[src/rtl/sign_narrow_saturator_pkg.sv]
// Shared narrowing constants: default widths, mode encodings and the signed
// range limits of a narrow two's-complement word.
package alu_pkg;

  localparam int DEF_IN_W  = 32;
  localparam int DEF_OUT_W = 15;
  localparam int DEF_CNT_W = 16;

  typedef enum logic {
    MODE_SAT  = 1'b0,
    MODE_WRAP = 1'b1
  } narrow_mode_e;

  // Largest positive value of an out_w-bit signed word, zero-padded to 32 bits.
  function automatic logic [31:0] sat_max(input int out_w);
    return 32'((64'd1 << (out_w - 1)) - 64'd1);
  endfunction

  // Bit pattern of the most negative out_w-bit signed word (sign bit only).
  function automatic logic [31:0] sat_min(input int out_w);
    return 32'(64'd1 << (out_w - 1));
  endfunction

endpackage

[src/rtl/sign_narrow_saturator_core.sv]
// Combinational narrowing of one wide two's-complement value: detects whether
// it fits in OUT_W bits and either clamps or truncates when it does not.
module sat_narrow_core
  import alu_pkg::*;
#(
  parameter int IN_W  = DEF_IN_W,
  parameter int OUT_W = DEF_OUT_W
) (
  input  logic [IN_W-1:0]  in_data,
  input  logic             in_mode,
  output logic [OUT_W-1:0] out_data,
  output logic             ovf
);

  localparam logic [31:0] MAX_WIDE = sat_max(OUT_W);
  localparam logic [31:0] MIN_WIDE = sat_min(OUT_W);

  logic [OUT_W-1:0]    max_val;
  logic [OUT_W-1:0]    min_val;
  logic [IN_W-OUT_W:0] upper;
  logic                fit;

  assign max_val = MAX_WIDE[OUT_W-1:0];
  assign min_val = MIN_WIDE[OUT_W-1:0];

  // The value fits when every bit from the narrow sign bit upward agrees.
  assign upper = in_data[IN_W-1:OUT_W-1];
  assign fit   = (&upper) | ~(|upper);
  assign ovf   = ~fit;

  always_comb begin
    out_data = in_data[OUT_W-1:0];
    if (ovf && (in_mode == MODE_SAT)) begin
      out_data = in_data[IN_W-1] ? min_val : max_val;
    end
  end

endmodule

[src/rtl/sign_narrow_saturator.sv]
// Streaming 32->15 bit narrower with an output register plus one skid entry,
// and overflow statistics updated when a beat is accepted.
module sign_narrow_saturator
  import alu_pkg::*;
#(
  parameter int IN_W  = DEF_IN_W,
  parameter int OUT_W = DEF_OUT_W,
  parameter int CNT_W = DEF_CNT_W
) (
  input  logic             clk,
  input  logic             rst,
  input  logic             in_valid,
  output logic             in_ready,
  input  logic [IN_W-1:0]  in_data,
  input  logic             in_mode,
  output logic             out_valid,
  input  logic             out_ready,
  output logic [OUT_W-1:0] out_data,
  output logic             out_ovf,
  output logic             ovf_sticky,
  output logic [CNT_W-1:0] ovf_count,
  input  logic             clear_stats
);

  logic [OUT_W-1:0] core_data;
  logic             core_ovf;

  logic [OUT_W-1:0] out_data_reg,   out_data_next;
  logic             out_ovf_reg,    out_ovf_next;
  logic             out_valid_reg,  out_valid_next;
  logic [OUT_W-1:0] skid_data_reg,  skid_data_next;
  logic             skid_ovf_reg,   skid_ovf_next;
  logic             skid_valid_reg, skid_valid_next;
  logic [CNT_W-1:0] count_reg,      count_next;
  logic             sticky_reg,     sticky_next;

  logic accept;
  logic out_free;

  sat_narrow_core #(
    .IN_W  (IN_W),
    .OUT_W (OUT_W)
  ) u_core (
    .in_data  (in_data),
    .in_mode  (in_mode),
    .out_data (core_data),
    .ovf      (core_ovf)
  );

  // Readiness depends only on stored state, never on out_ready.
  assign in_ready = ~skid_valid_reg & ~rst;
  assign accept   = in_valid & in_ready;
  assign out_free = ~out_valid_reg | out_ready;

  always_comb begin
    out_data_next   = out_data_reg;
    out_ovf_next    = out_ovf_reg;
    out_valid_next  = out_valid_reg;
    skid_data_next  = skid_data_reg;
    skid_ovf_next   = skid_ovf_reg;
    skid_valid_next = skid_valid_reg;

    if (out_free) begin
      if (skid_valid_reg) begin
        // in_ready is low while skid is full, so no new beat competes here.
        out_data_next   = skid_data_reg;
        out_ovf_next    = skid_ovf_reg;
        out_valid_next  = 1'b1;
        skid_valid_next = 1'b0;
      end else if (accept) begin
        out_data_next  = core_data;
        out_ovf_next   = core_ovf;
        out_valid_next = 1'b1;
      end else begin
        out_valid_next = 1'b0;
      end
    end else if (accept) begin
      skid_data_next  = core_data;
      skid_ovf_next   = core_ovf;
      skid_valid_next = 1'b1;
    end
  end

  always_comb begin
    count_next  = count_reg;
    sticky_next = sticky_reg;
    if (accept && core_ovf) begin
      sticky_next = 1'b1;
      if (clear_stats) begin
        count_next = CNT_W'(1);
      end else if (~&count_reg) begin
        count_next = count_reg + CNT_W'(1);
      end
    end else if (clear_stats) begin
      count_next  = '0;
      sticky_next = 1'b0;
    end
  end

  always_ff @(posedge clk) begin
    if (rst) begin
      out_data_reg   <= '0;
      out_ovf_reg    <= 1'b0;
      out_valid_reg  <= 1'b0;
      skid_data_reg  <= '0;
      skid_ovf_reg   <= 1'b0;
      skid_valid_reg <= 1'b0;
      count_reg      <= '0;
      sticky_reg     <= 1'b0;
    end else begin
      out_data_reg   <= out_data_next;
      out_ovf_reg    <= out_ovf_next;
      out_valid_reg  <= out_valid_next;
      skid_data_reg  <= skid_data_next;
      skid_ovf_reg   <= skid_ovf_next;
      skid_valid_reg <= skid_valid_next;
      count_reg      <= count_next;
      sticky_reg     <= sticky_next;
    end
  end

  assign out_data   = out_data_reg;
  assign out_ovf    = out_ovf_reg;
  assign out_valid  = out_valid_reg;
  assign ovf_count  = count_reg;
  assign ovf_sticky = sticky_reg;

endmodule

[config.mk]
export PLATFORM = sky130hd
export DESIGN_NAME = sign_narrow_saturator
export DESIGN_NICKNAME = d
export VERILOG_FILES = /design/src/rtl/sign_narrow_saturator_pkg.sv /design/src/rtl/sign_narrow_saturator_core.sv /design/src/rtl/sign_narrow_saturator.sv
export SDC_FILE = /design/constraint.sdc
export NUM_CORES = 1
export LEC_CHECK = 0
export BUFFER_PORTS_ARGS = -buffer_cell sky130_fd_sc_hd__buf_4
export CAP_MARGIN = 5
export CORE_UTILIZATION = 55
export CTS_BUF_LIST = sky130_fd_sc_hd__clkbuf_16
export CTS_CLUSTER_SIZE = 24
export DETAILED_ROUTE_END_ITERATION = 12
export PLACE_DENSITY = 0.85
export SKIP_LAST_GASP = 1
export SYNTH_ARGS = -nofsm -noshare
export SYNTH_HDL_FRONTEND = slang
export SYNTH_SLANG_ARGS = --single-unit
[constraint.sdc]
create_clock -name clk -period 4.97 [get_ports clk]
set_input_delay 0.7455 -clock clk [delete_from_list [all_inputs] [get_ports clk]]
set_output_delay 0.7455 -clock clk [all_outputs]
set_load 0.01 [all_outputs]
# [After elaboration in Yosys (flattened, before gate mapping)]
# Index checks and enable logic that the tools add are counted.
[totals] register_bits=51 elab_cells=46 output_inout_bits=35
[classes] mux=14 n_bitwise=11 n_reduce_logical=11 n_eq_ne=1 add_sub_neg=1
[ops] operator="16-bit 2-to-1 mux" n=4
[ops] operator="15-bit 2-to-1 mux" n=4
[ops] operator="18-bit AND reduction" n=1
[ops] operator="18-bit OR reduction" n=1
[ops] operator="16-bit by 1-bit adder with 16-bit output, second input constant" n=1
[ops] operator="16-bit AND reduction" n=1
[ops] operator="1-bit NOT" n=7
[ops] operator="1-bit 2-to-1 mux" n=6
[ops] operator="2-bit AND reduction" n=3
[ops] operator="2-bit nonzero test" n=2
[ops] operator="1-bit AND" n=2
[ops] operator="1-bit logical AND" n=2
[ops] operator="2-bit inequality test, second input constant" n=1
[ops] operator="1-bit bitwise OR" n=2
[ops] operator="2-bit OR reduction" n=1

# [Longest topological paths before layout]
# Gate-level depths: netlist of run 1.
[depth] depth_word=8 depth_mapped=8 ltp_nobuf=7

# [Hierarchy]
# Synthesis of run 1 repeated with hierarchy kept, for this count alone.
[unflattened] hier_cells=313 area_unflattened_um2=2549.9
[by_module_without_submodules] mod="sign_narrow_saturator" seq_area_each_um2=1021.0 cells_each=264 instances=1 area_per_inst_um2=2234.6
[by_module_without_submodules] mod="sat_narrow_core" seq_area_each_um2=0.0 cells_each=49 instances=1 area_per_inst_um2=315.3

# [Least setup slack after synthesis of run 1]
# OpenSTA, ideal clock, no wires.
[synth_path] path_kind="input port to flip-flop" start="input in_data[28]" end="register count_reg[15], in the netlist ovf_count[15]" required_ns=4.855 path_slack_ns=2.643 arrival_time_ns=2.212 cell_stages=7 cell_sequence="or4_4 > or3_1 > buf_2 > nand4_4 > buf_6 > nor4_1 > o21a_1"
[synth_via] elab_chain_len=7 word_cells_on_any_way=9 cone_classes="mux (1); bitwise (3); reduce/logical (5)"
[synth_lines] item="start, declared" line="sign_narrow_saturator.sv:14" source="input logic [IN_W-1:0] in_data,"
[synth_lines] item="18-bit OR reduction" line="sign_narrow_saturator_core.sv:28" source="assign fit = (&upper) | ~(|upper);"
[synth_lines] item="1-bit NOT" line="sign_narrow_saturator_core.sv:28"
[synth_lines] item="1-bit bitwise OR (*)" line="sign_narrow_saturator_core.sv:28"
[synth_lines] item="1-bit NOT (*)" line="sign_narrow_saturator_core.sv:29" source="assign ovf = ~fit;"
[synth_lines] item="1-bit logical AND (*)" line="sign_narrow_saturator.sv:87" source="if (accept && core_ovf) begin"
[synth_lines] item="2-bit nonzero test (no source line)"
[synth_lines] item="2-bit AND reduction (no source line)"
[synth_lines] item="end signal, assigned" line="sign_narrow_saturator.sv:117" source="count_reg <= count_next;"
[synth_lines] item="end, declared" line="sign_narrow_saturator.sv:34" source="logic [CNT_W-1:0] count_reg, count_next;"
# Mark *: on every way between the ends. The rest lies on a longest branch, timed or not.
# A chain may end at the register's enable or synchronous reset.

# [Worst setup path in the final report of run 1]
[layout_path] start="register skid_valid_reg" end="output in_ready"
[layout_via] elab_chain_len=2
[layout_lines] item="start, declared" line="sign_narrow_saturator.sv:33" source="logic skid_valid_reg, skid_valid_next;"
[layout_lines] item="start signal, assigned" line="sign_narrow_saturator.sv:116" source="skid_valid_reg <= skid_valid_next;"
[layout_lines] item="1-bit NOT" line="sign_narrow_saturator.sv:51" source="assign in_ready = ~skid_valid_reg & ~rst;"
[layout_lines] item="1-bit AND" line="sign_narrow_saturator.sv:51"
[layout_lines] item="end, declared" line="sign_narrow_saturator.sv:13" source="output logic in_ready,"
# No other way between the ends.

==> flow_metrics.py, run 1 <==
metrics = {
    "critical_path": {
        "crit_chain": "nor2_1, buf_4",
        "path_class": "reg -> out",
        "worstPathRequired_ns": 4.22,
        "cp.arrival_ns": 1.54,
        "end_kind": "output pin",
        "r2r_end": "out_data[2]",
        "max_stage_delay_ns": 0.86,
        "worst_path_max_delay_cell": "dfxtp_1",
        "critPathLaunchType": "register",
        "rr_startpoint": "skid_valid_reg",
        "reg2reg_slack_ns": 2.74,
        "worstRegToRegCells": 5,
        "cp_max_fo": 21,
    },
    "sta": {
        "clock_skew_ns": 0.00492,
        "period_share_pct": 45.9,
        "final_max_slew_viol_count": 0,
        "finalHoldViolations": 0,
        "relSlewSlack_pct": 30.7,
        "rsz0062_at_grt": "no",
        "setup_tns_ns": 0,
        "finalWorstPathRequiredPeriod_ns": 2.28,
        "tightest_slew_ns": 1.03,
        "layout_setup_ws_ns": 2.69,
        "fmax_mhz": 438,
        "setup_viol": 0,
    },
    "drt": {
        "drc_errors": 0,
        "antenna_left": 0,
        "wirelength_mm": 5.75,
        "drtIter0Drc": 174,
        "dr.pass1.iters": 4,
        "vias": 2349,
        "wire_per_inst_um": 14.2,
        "vias_per_cell": 5.79,
    },
    "logic_synthesis": {
        "synthArstFlopShare_pct": 0,
        "ys_ff_latch": 51,
        "synthMuxAreaShare_pct": 1.70,
        "synth_edf_count": 0,
        "ys_types": 43,
        "synth_ff_type": "dfxtp_1",
        "yosysWarnings": 0,
        "synth_top_family_by_area": "simple AND/OR/NAND/NOR gates",
        "synth_compound_area_share_pct": 19.2,
        "synth_fa_ha_area_share_pct": 0.530,
        "yosys.area.top_type_share_pct": 43.2,
        "synth_area_leaders": "dfxtp_1 (43%), a21oi_1 (8.9%), nor2_1 (6.8%)",
        "syn_area_um2": 2360,
        "synthSimpleGateAreaFrac_pct": 28.4,
        "syn_nets": 328,
        "synth_seq_area_share_pct": 43.2,
        "synth_area_leader_cell": "dfxtp_1",
        "syn_inst": 289,
        "yosys.area_share.xor_xnor_pct": 1.11,
        "syn_area_per_cell_um2": 8.17,
    },
    "placement": {
        "hpwl_mm": 4.09,
        "place_area_um2": 2920,
        "dp.cells": 398,
        "globalplace.congestion": 0.763,
        "place_ws_ns": 2.39,
        "io_buffer_count": 72,
    },
    "grt": {
        "grt_max_degree": 34,
        "grt_overflow_total": 0,
        "antenna_found_initial": 0,
        "grt_pass1_vias": 2143,
        "grt_pass1_wl_mm": 9.47,
        "track_usage_pct": 27.5,
    },
    "final_layout": {
        "finalNonFillerCells": 406,
        "regArea_um2": 1020,
        "fillers": 331,
        "design_area_um2": 3060,
        "nNetsFinal": 394,
        "n_antenna_cell": 0,
        "mostFrequentLayoutCell": "buf_4",
        "largest_reg_flops": 16,
        "final_core_util_pct": 75.5,
        "syn_to_final_growth_pct": 29.7,
        "drive_gt1_share_pct": 28.7,
        "multi_input_area_um2": 1220,
        "final_cell_mix": "buf_4 (74), dfxtp_1 (51), nor2_1 (43)",
    },
    "cts": {
        "cts_root_buffer": "clkbuf_16",
        "post_cts_buffers": 0,
        "cts.repair.resized": 0,
        "cts_hold_buf": 0,
        "clock_path_buffers": 2,
        "clkTransAtPathRegs_ns": 0.07,
        "h-tree-depth": 2,
        "clk_latency_ns": 0.29,
        "cts_tree": "done",
        "cts_num_sinks": 51,
        "numCtsBuffers": 5,
    },
    "power_and_ir_drop": {
        "switching_share_pct": 24.6,
        "power_density_nw_per_um2": 288,
        "power.internal_mw": 0.666,
        "peakVddDrop_v": 0.000230,
        "pwr-share-seq_pct": 49.1,
        "p_leak_nw": 1.23,
        "clkPwrFrac_pct": 38.2,
        "p_sw_mw": 0.218,
        "comb_power_share_pct": 12.8,
    },
    "outcome": {
        "status": "completed",
    },
    "run": {
        "max_cap_violations": 0,
    },
    "die": {
        "core_um2": 4060,
        "ioPinCount": 73,
        "fp-row-count": 23,
        "fp.dieW_um": 67.5,
        "die_area_um2": 4560,
        "start_util_pct": 58.2,
        "die_h_um": 67.5,
    },
    "min_path": {
        "hp-class": "reg -> reg",
        "whs_path_depth": 2,
        "hold_end": "skid_ovf_reg",
        "min_from": "skid_ovf_reg",
    },
}
[power by group through the flow]
stage | registers (mW) | clock network (mW) | logic, mW
2_1_floorplan | 0.445 | 0 | 0.0527
3_3_place_gp | 0.442 | 0 | 0.110
3_5_place_dp | 0.442 | 0 | 0.113
4_1_cts | 0.433 | 0.340 | 0.113
5_1_grt | 0.435 | 0.357 | 0.124
6_report | 0.434 | 0.337 | 0.113
[critical path: cells and delay by family (launching register included)]
| kind | cells | cell delay (ns) |
|---|---|---|
| flip-flops | 1 | 0.86 |
| buffers and inverters | 1 | 0.20 |
| AND/OR/NAND/NOR | 1 | 0.19 |
[cell usage after synthesis (all sizes together), types with 3 or more instances]
| library cell | instances |
|---|---|
| buf | 5 |
| inv | 17 |
| o22ai | 14 |
| or3 | 11 |
| nand4 | 10 |
| nor3 | 18 |
| nor2 | 43 |
| nand3 | 7 |
| nand2 | 11 |
| dfxtp | 51 |
| clkbuf | 10 |
| o31ai | 3 |
| mux2i | 4 |
| and4 | 3 |
| nand2b | 3 |
| o21ai | 10 |
| a21oi | 42 |
| nor4 | 4 |
[logic make-up after synthesis]
kind of cell,after synthesis
adders and majority gates,1
AOI/OAI and AO/OA,79
and+or+nand+nor,119
DFF,51
buffers and inverters,32
muxes,4
xor gates and xnor gates,3
[worst max path at each step]
stage | cells after the start | end | start
after floorplan | 7 | ovf_count[15] | in_data[28]
after global placement | 6 | out_data[10] | in_data[15]
after detailed placement | 6 | out_data[2] | in_data[28]
after CTS | 6 | out_data[2] | in_data[28]
after global routing | 6 | out_data[10] | in_data[15]
final | 2 | in_ready | skid_valid_reg
[metrics by stage]
step	hold WS [ns]	power, mW
2_1_floorplan	0.454	0.498
3_3_place_gp	0.470	0.552
3_5_place_dp	0.471	0.555
4_1_cts	0.483	0.887
5_1_grt	0.508	0.917
6_report	0.486	0.884
[routing by layer]
layer	up-vias	part of all wire [%]	global-route usage, %
met5	-	0	0
met4	0	1.9	11.2
met3	12	5.5	5.74
met2	71	52	48.0
met1	1096	41	32.4
li1	1170	-	-
[final cells by class]
cell class	instances	share of cell area, %
multi-input combinational	206	39.7
sequential	51	33.3
timing repair buffer	74	18.1
clock buffer	5	4.08
inverter	17	2.08
tap	50	2.04
clock inverter	3	0.613
(Power assumes the default switching activity.)
==> run 2: changes to the inputs <==
Settings changed: CORE_UTILIZATION 55 to 51, PLACE_DENSITY 0.85 to 0.8.
Clock period 4.97 ns to 2.1 ns, I/O delays scaled along.
==> run 2 against run 1 <==
  * Combinational power up 140%
  * Power up 130%
  * Cell count up 1.7%
  * Sequential power up 140%
  * Wire length up 1.6%
  * Clock-buffer cell count unchanged
  * Die area up 7.6%
  * Core utilization down 5.2 points
  * Setup slack worse by 2.5 ns
==> flow_metrics.py, run 2 (synthesis results as in run 1) <==
metrics = {
    "outcome": {
        "status": "completed",
    },
    "cts": {
        "clock_path_buffers": 2,
        "cts_root_buffer": "clkbuf_16",
        "cts_hold_buf": 0,
        "cts_tree": "done",
        "h-tree-depth": 2,
        "numCtsBuffers": 5,
        "clk_latency_ns": 0.29,
        "cts_num_sinks": 51,
        "clkTransAtPathRegs_ns": 0.06,
        "post_cts_buffers": 0,
        "cts.repair.resized": 0,
    },
    "final_layout": {
        "finalNonFillerCells": 413,
        "drive_gt1_share_pct": 29.4,
        "fillers": 372,
        "mostFrequentLayoutCell": "buf_4",
        "nNetsFinal": 399,
        "n_antenna_cell": 0,
        "final_cell_mix": "buf_4 (79), dfxtp_1 (51), nor2_1 (43)",
        "largest_reg_flops": 16,
        "syn_to_final_growth_pct": 31.3,
    },
    "drt": {
        "wirelength_mm": 5.84,
        "wire_per_inst_um": 14.1,
        "vias": 2360,
        "dr.pass1.iters": 4,
        "antenna_left": 0,
        "vias_per_cell": 5.71,
        "drtIter0Drc": 125,
        "drc_errors": 0,
    },
    "power_and_ir_drop": {
        "switching_share_pct": 24.3,
        "p_sw_mw": 0.504,
        "clkPwrFrac_pct": 37.6,
        "comb_power_share_pct": 13.1,
        "pwr-share-seq_pct": 49.3,
        "peakVddDrop_v": 0.000431,
        "finalPower_mw": 2.08,
        "power.internal_mw": 1.57,
        "power_density_nw_per_um2": 669,
        "p_leak_nw": 1.26,
    },
    "placement": {
        "dp.cells": 405,
        "io_buffer_count": 72,
        "globalplace.congestion": 0.815,
        "hpwl_mm": 4.12,
    },
    "critical_path": {
        "crit_path_end": "ovf_count[10]",
        "worstPathRequired_ns": 2.32,
        "end_kind": "register",
        "worstRegToRegCells": 7,
        "critPathLaunchType": "register",
        "cp-startpoint": "ovf_count[0]",
        "rr_startpoint": "ovf_count[0]",
        "r2r_end": "ovf_count[10]",
        "path_class": "reg -> reg",
        "cp_max_fo": 7,
        "cp.arrival_ns": 2.14,
        "reg2reg_slack_ns": 0.17,
    },
    "grt": {
        "grt_pass1_vias": 2183,
        "grt_pass1_wl_mm": 9.76,
        "track_usage_pct": 24.6,
        "grt_overflow_total": 0,
        "antenna_found_initial": 0,
        "grt_max_degree": 33,
    },
    "sta": {
        "clock_skew_ns": 0.00501,
        "whs_ns": 0.263,
        "setup_viol": 0,
        "setup_tns_ns": 0,
        "relSlewSlack_pct": 27.1,
        "finalHoldViolations": 0,
        "tightest_slew_ns": 1.09,
        "period_share_pct": 91.7,
        "final_max_slew_viol_count": 0,
        "finalWorstPathRequiredPeriod_ns": 1.93,
        "fmax_mhz": 519,
        "rsz0062_at_grt": "no",
    },
    "die": {
        "die_area_um2": 4910,
        "ioPinCount": 73,
        "core_um2": 4410,
        "start_util_pct": 53.5,
        "die_h_um": 70.0,
        "fp-row-count": 24,
        "fp.dieW_um": 70.0,
    },
    "min_path": {
        "hp-class": "in -> reg",
    },
    "run": {
        "max_cap_violations": 0,
    },
}
## run 2: cell count changes in the layout (fill, tap and decap cells not counted)
cell | before | now
inv_6 | 1 | 0
buf_4 | 74 | 79
clkinvlp_4 | 0 | 1
clkinv_2 | 2 | 1
inv_1 | 17 | 18
## run 2: how the worst min path moves through the flow
stage,from,endpoint,slack (ns),depth (start not counted)
floorplan,clear_stats,ovf_count[8],0.42,1
global placement,skid_ovf_reg,skid_ovf_reg,0.47,2
detailed placement,out_ovf,out_ovf,0.47,2
CTS,in_data[9],skid_data_reg[9],0.27,3
global route,clear_stats,ovf_count[8],0.28,2
finish,in_data[9],skid_data_reg[9],0.26,3
## run 2: layer usage
layer	vias up	routed length (um)	global-route usage [%]
met3	7	253	4.76
met5	-	0	0
met1	1125	2440	29.0
li1	1174	-	-
met4	0	61	6.67
met2	54	3090	45.2
## run 2: area by class of cell
type	instances	area (um2)	area share (%)
flip-flops and latches	51	1020	32.9
well taps	52	65.1	2.10
inverters	17	63.8	2.06
clock inverters	3	16.3	0.525
repair buffers	79	593	19.1
clock buffers	5	125	4.04
multi-input cells	206	1220	39.2
## run 2: worst max-delay path, cell delays in order, from the launching register on
cell and delay, ns:
dfxtp_1 0.34, ha_1 0.23, and2_1 0.19, nand4_1 0.12
o21a_2 0.22, nand4_1 0.23, or3_1 0.37, a21oi_1 0.16
## run 2: power groups by stage
stage	Sequential, mW	Clock, mW	Combinational, mW
finish	1.02	0.780	0.273
global placement	1.04	0	0.266
floorplan	1.05	0	0.125
CTS	1.02	0.793	0.273
detailed placement	1.04	0	0.272
global route	1.03	0.823	0.301
## run 2: metrics by stage
stage | instance area (um2) | utilization (%) | setup slack (ns)
final | 3100 | 70.2 | 0.174
after global routing | 3100 | 70.2 | 0.0576
after CTS | 3100 | 70.2 | 0.192
after detailed placement | 2960 | 67.0 | 0.0182
after global placement | 2960 | 67.0 | 0.0546
after floorplan | 2360 | - | 0.204
==> run 3: changes to the inputs <==
Settings changed: CAP_MARGIN 5 to default, CORE_UTILIZATION 51 to 32, PLACE_DENSITY 0.8 to 0.62.
==> run 3 against run 2 <==
  * Final area grew 2.9%
  * Sequential cell count is the same
  * Via count shrank 3.0%
  * Critical path type unchanged
==> flow_metrics.py, run 3 (synthesis results as in run 1) <==
metrics = {
    "outcome": {
        "status": "completed",
    },
    "drt": {
        "vias_per_cell": 4.98,
        "antenna_left": 0,
        "wire_per_inst_um": 13.2,
        "wirelength_mm": 6.08,
        "dr.pass1.iters": 4,
        "drtIter0Drc": 71,
        "vias": 2290,
        "drc_errors": 0,
    },
    "die": {
        "start_util_pct": 34.0,
        "die_h_um": 87.9,
        "ioPinCount": 73,
        "core_um2": 6940,
        "fp.dieW_um": 87.9,
        "die_area_um2": 7730,
        "fp-row-count": 30,
    },
    "grt": {
        "grt_pass1_wl_mm": 9.90,
        "grt_max_degree": 33,
        "antenna_found_initial": 0,
        "grt_overflow_total": 0,
        "grt_pass1_vias": 2141,
        "track_usage_pct": 16.5,
    },
    "sta": {
        "layout_setup_ws_ns": 0.190,
        "fmax_mhz": 524,
        "finalWorstPathRequiredPeriod_ns": 1.91,
        "period_share_pct": 90.9,
        "final_max_slew_viol_count": 0,
        "clock_skew_ns": 0.00441,
        "finalHoldViolations": 0,
        "relSlewSlack_pct": 28.1,
        "setup_tns_ns": 0,
        "setup_viol": 0,
        "tightest_slew_ns": 1.07,
        "rsz0062_at_grt": "yes",
    },
    "critical_path": {
        "rr_startpoint": "ovf_count[0]",
        "cp-startpoint": "ovf_count[0]",
        "reg2reg_slack_ns": 0.19,
        "cp_max_fo": 7,
        "critPathLaunchType": "register",
        "end_kind": "register",
        "path_class": "reg -> reg",
        "cp.arrival_ns": 2.13,
        "worstPathRequired_ns": 2.32,
    },
    "min_path": {
        "hp-class": "in -> reg",
        "min_from": "rst",
    },
    "final_layout": {
        "mostFrequentLayoutCell": "buf_4",
        "design_area_um2": 3190,
        "drive_gt1_share_pct": 30.2,
        "largest_reg_flops": 16,
        "n_antenna_cell": 0,
        "nNetsFinal": 402,
        "syn_to_final_growth_pct": 35.1,
        "final_cell_mix": "buf_4 (82), dfxtp_1 (51), nor2_1 (43)",
    },
    "cts": {
        "post_cts_buffers": 0,
        "cts_num_sinks": 51,
        "clk_latency_ns": 0.29,
        "clkTransAtPathRegs_ns": 0.07,
        "h-tree-depth": 2,
        "cts_tree": "done",
        "cts_hold_buf": 0,
        "numCtsBuffers": 5,
        "cts_root_buffer": "clkbuf_16",
        "clock_path_buffers": 2,
        "cts.repair.resized": 0,
    },
    "placement": {
        "globalplace.congestion": 0.823,
        "io_buffer_count": 72,
        "place_area_um2": 3040,
        "place_ws_ns": -0.0245,
        "hpwl_mm": 4.28,
    },
    "power_and_ir_drop": {
        "peakVddDrop_v": 0.000360,
        "p_leak_nw": 1.27,
        "power_density_nw_per_um2": 672,
    },
    "run": {
        "max_cap_violations": 0,
    },
}
==> run 3: cell count changes in the layout (fill, tap and decap cells not counted) <==
cell,before,now
clkinv_2,1,0
inv_1,18,17
inv_6,0,1
buf_4,79,82
inv_8,0,1
==> run 3: critical path, cell delays in order (launching register included) <==
cell	delay, ns
dfxtp_1	0.35
ha_1	0.22
and2_1	0.18
nand4_1	0.11
o21a_2	0.21
nand4_1	0.23
or3_1	0.38
a21oi_1	0.16
==> run 3: layout make-up <==
class,instances,area (um2)
fill,720,3750
multi-input combinational,206,1220
sequential,51,1020
timing repair buffer,82,616
clock buffer,5,125
tap,96,120
inverter,17,63.8
clock inverter,3,27.5
==> run 3: routing by layer <==
layer	part of all wire, %	wire length [um]	global-route usage (%)	vias to the layer above
li1	-	-	-	1190
met1	46	2780	19.7	1031
met2	48	2920	28.9	63
met3	5.6	339	4.05	6
met4	0.71	43	5.37	0
met5	0	0	0	-
==> run 3: power by group <==
| part | switching (mW) | total, mW | internal (mW) |
|---|---|---|---|
| clock network | 0.392 | 0.847 | 0.455 |
| registers | 0.0188 | 1.02 | 1.00 |
| logic | 0.140 | 0.277 | 0.137 |
| total | 0.551 | 2.14 | 1.59 |
==> run 3: path summary, 6_finish.rpt <==
check / cells past startpoint / endpoint
max: 7 / ovf_count[10]
max reg2reg: 7 / ovf_count[10]
min: 2 / out_valid
min reg2reg: 2 / out_ovf
==> run 3: through the flow <==
stage | util, % | hold WS (ns) | power, mW | std cells
final | 45.9 | 0.219 | 2.14 | 460
after global routing | 45.9 | 0.221 | 2.23 | 460
after CTS | 45.9 | 0.219 | 2.17 | 460
after detailed placement | 43.7 | 0.465 | 1.32 | 452
after global placement | 43.7 | 0.466 | 1.32 | 452
after floorplan | - | 0.419 | 1.18 | 289
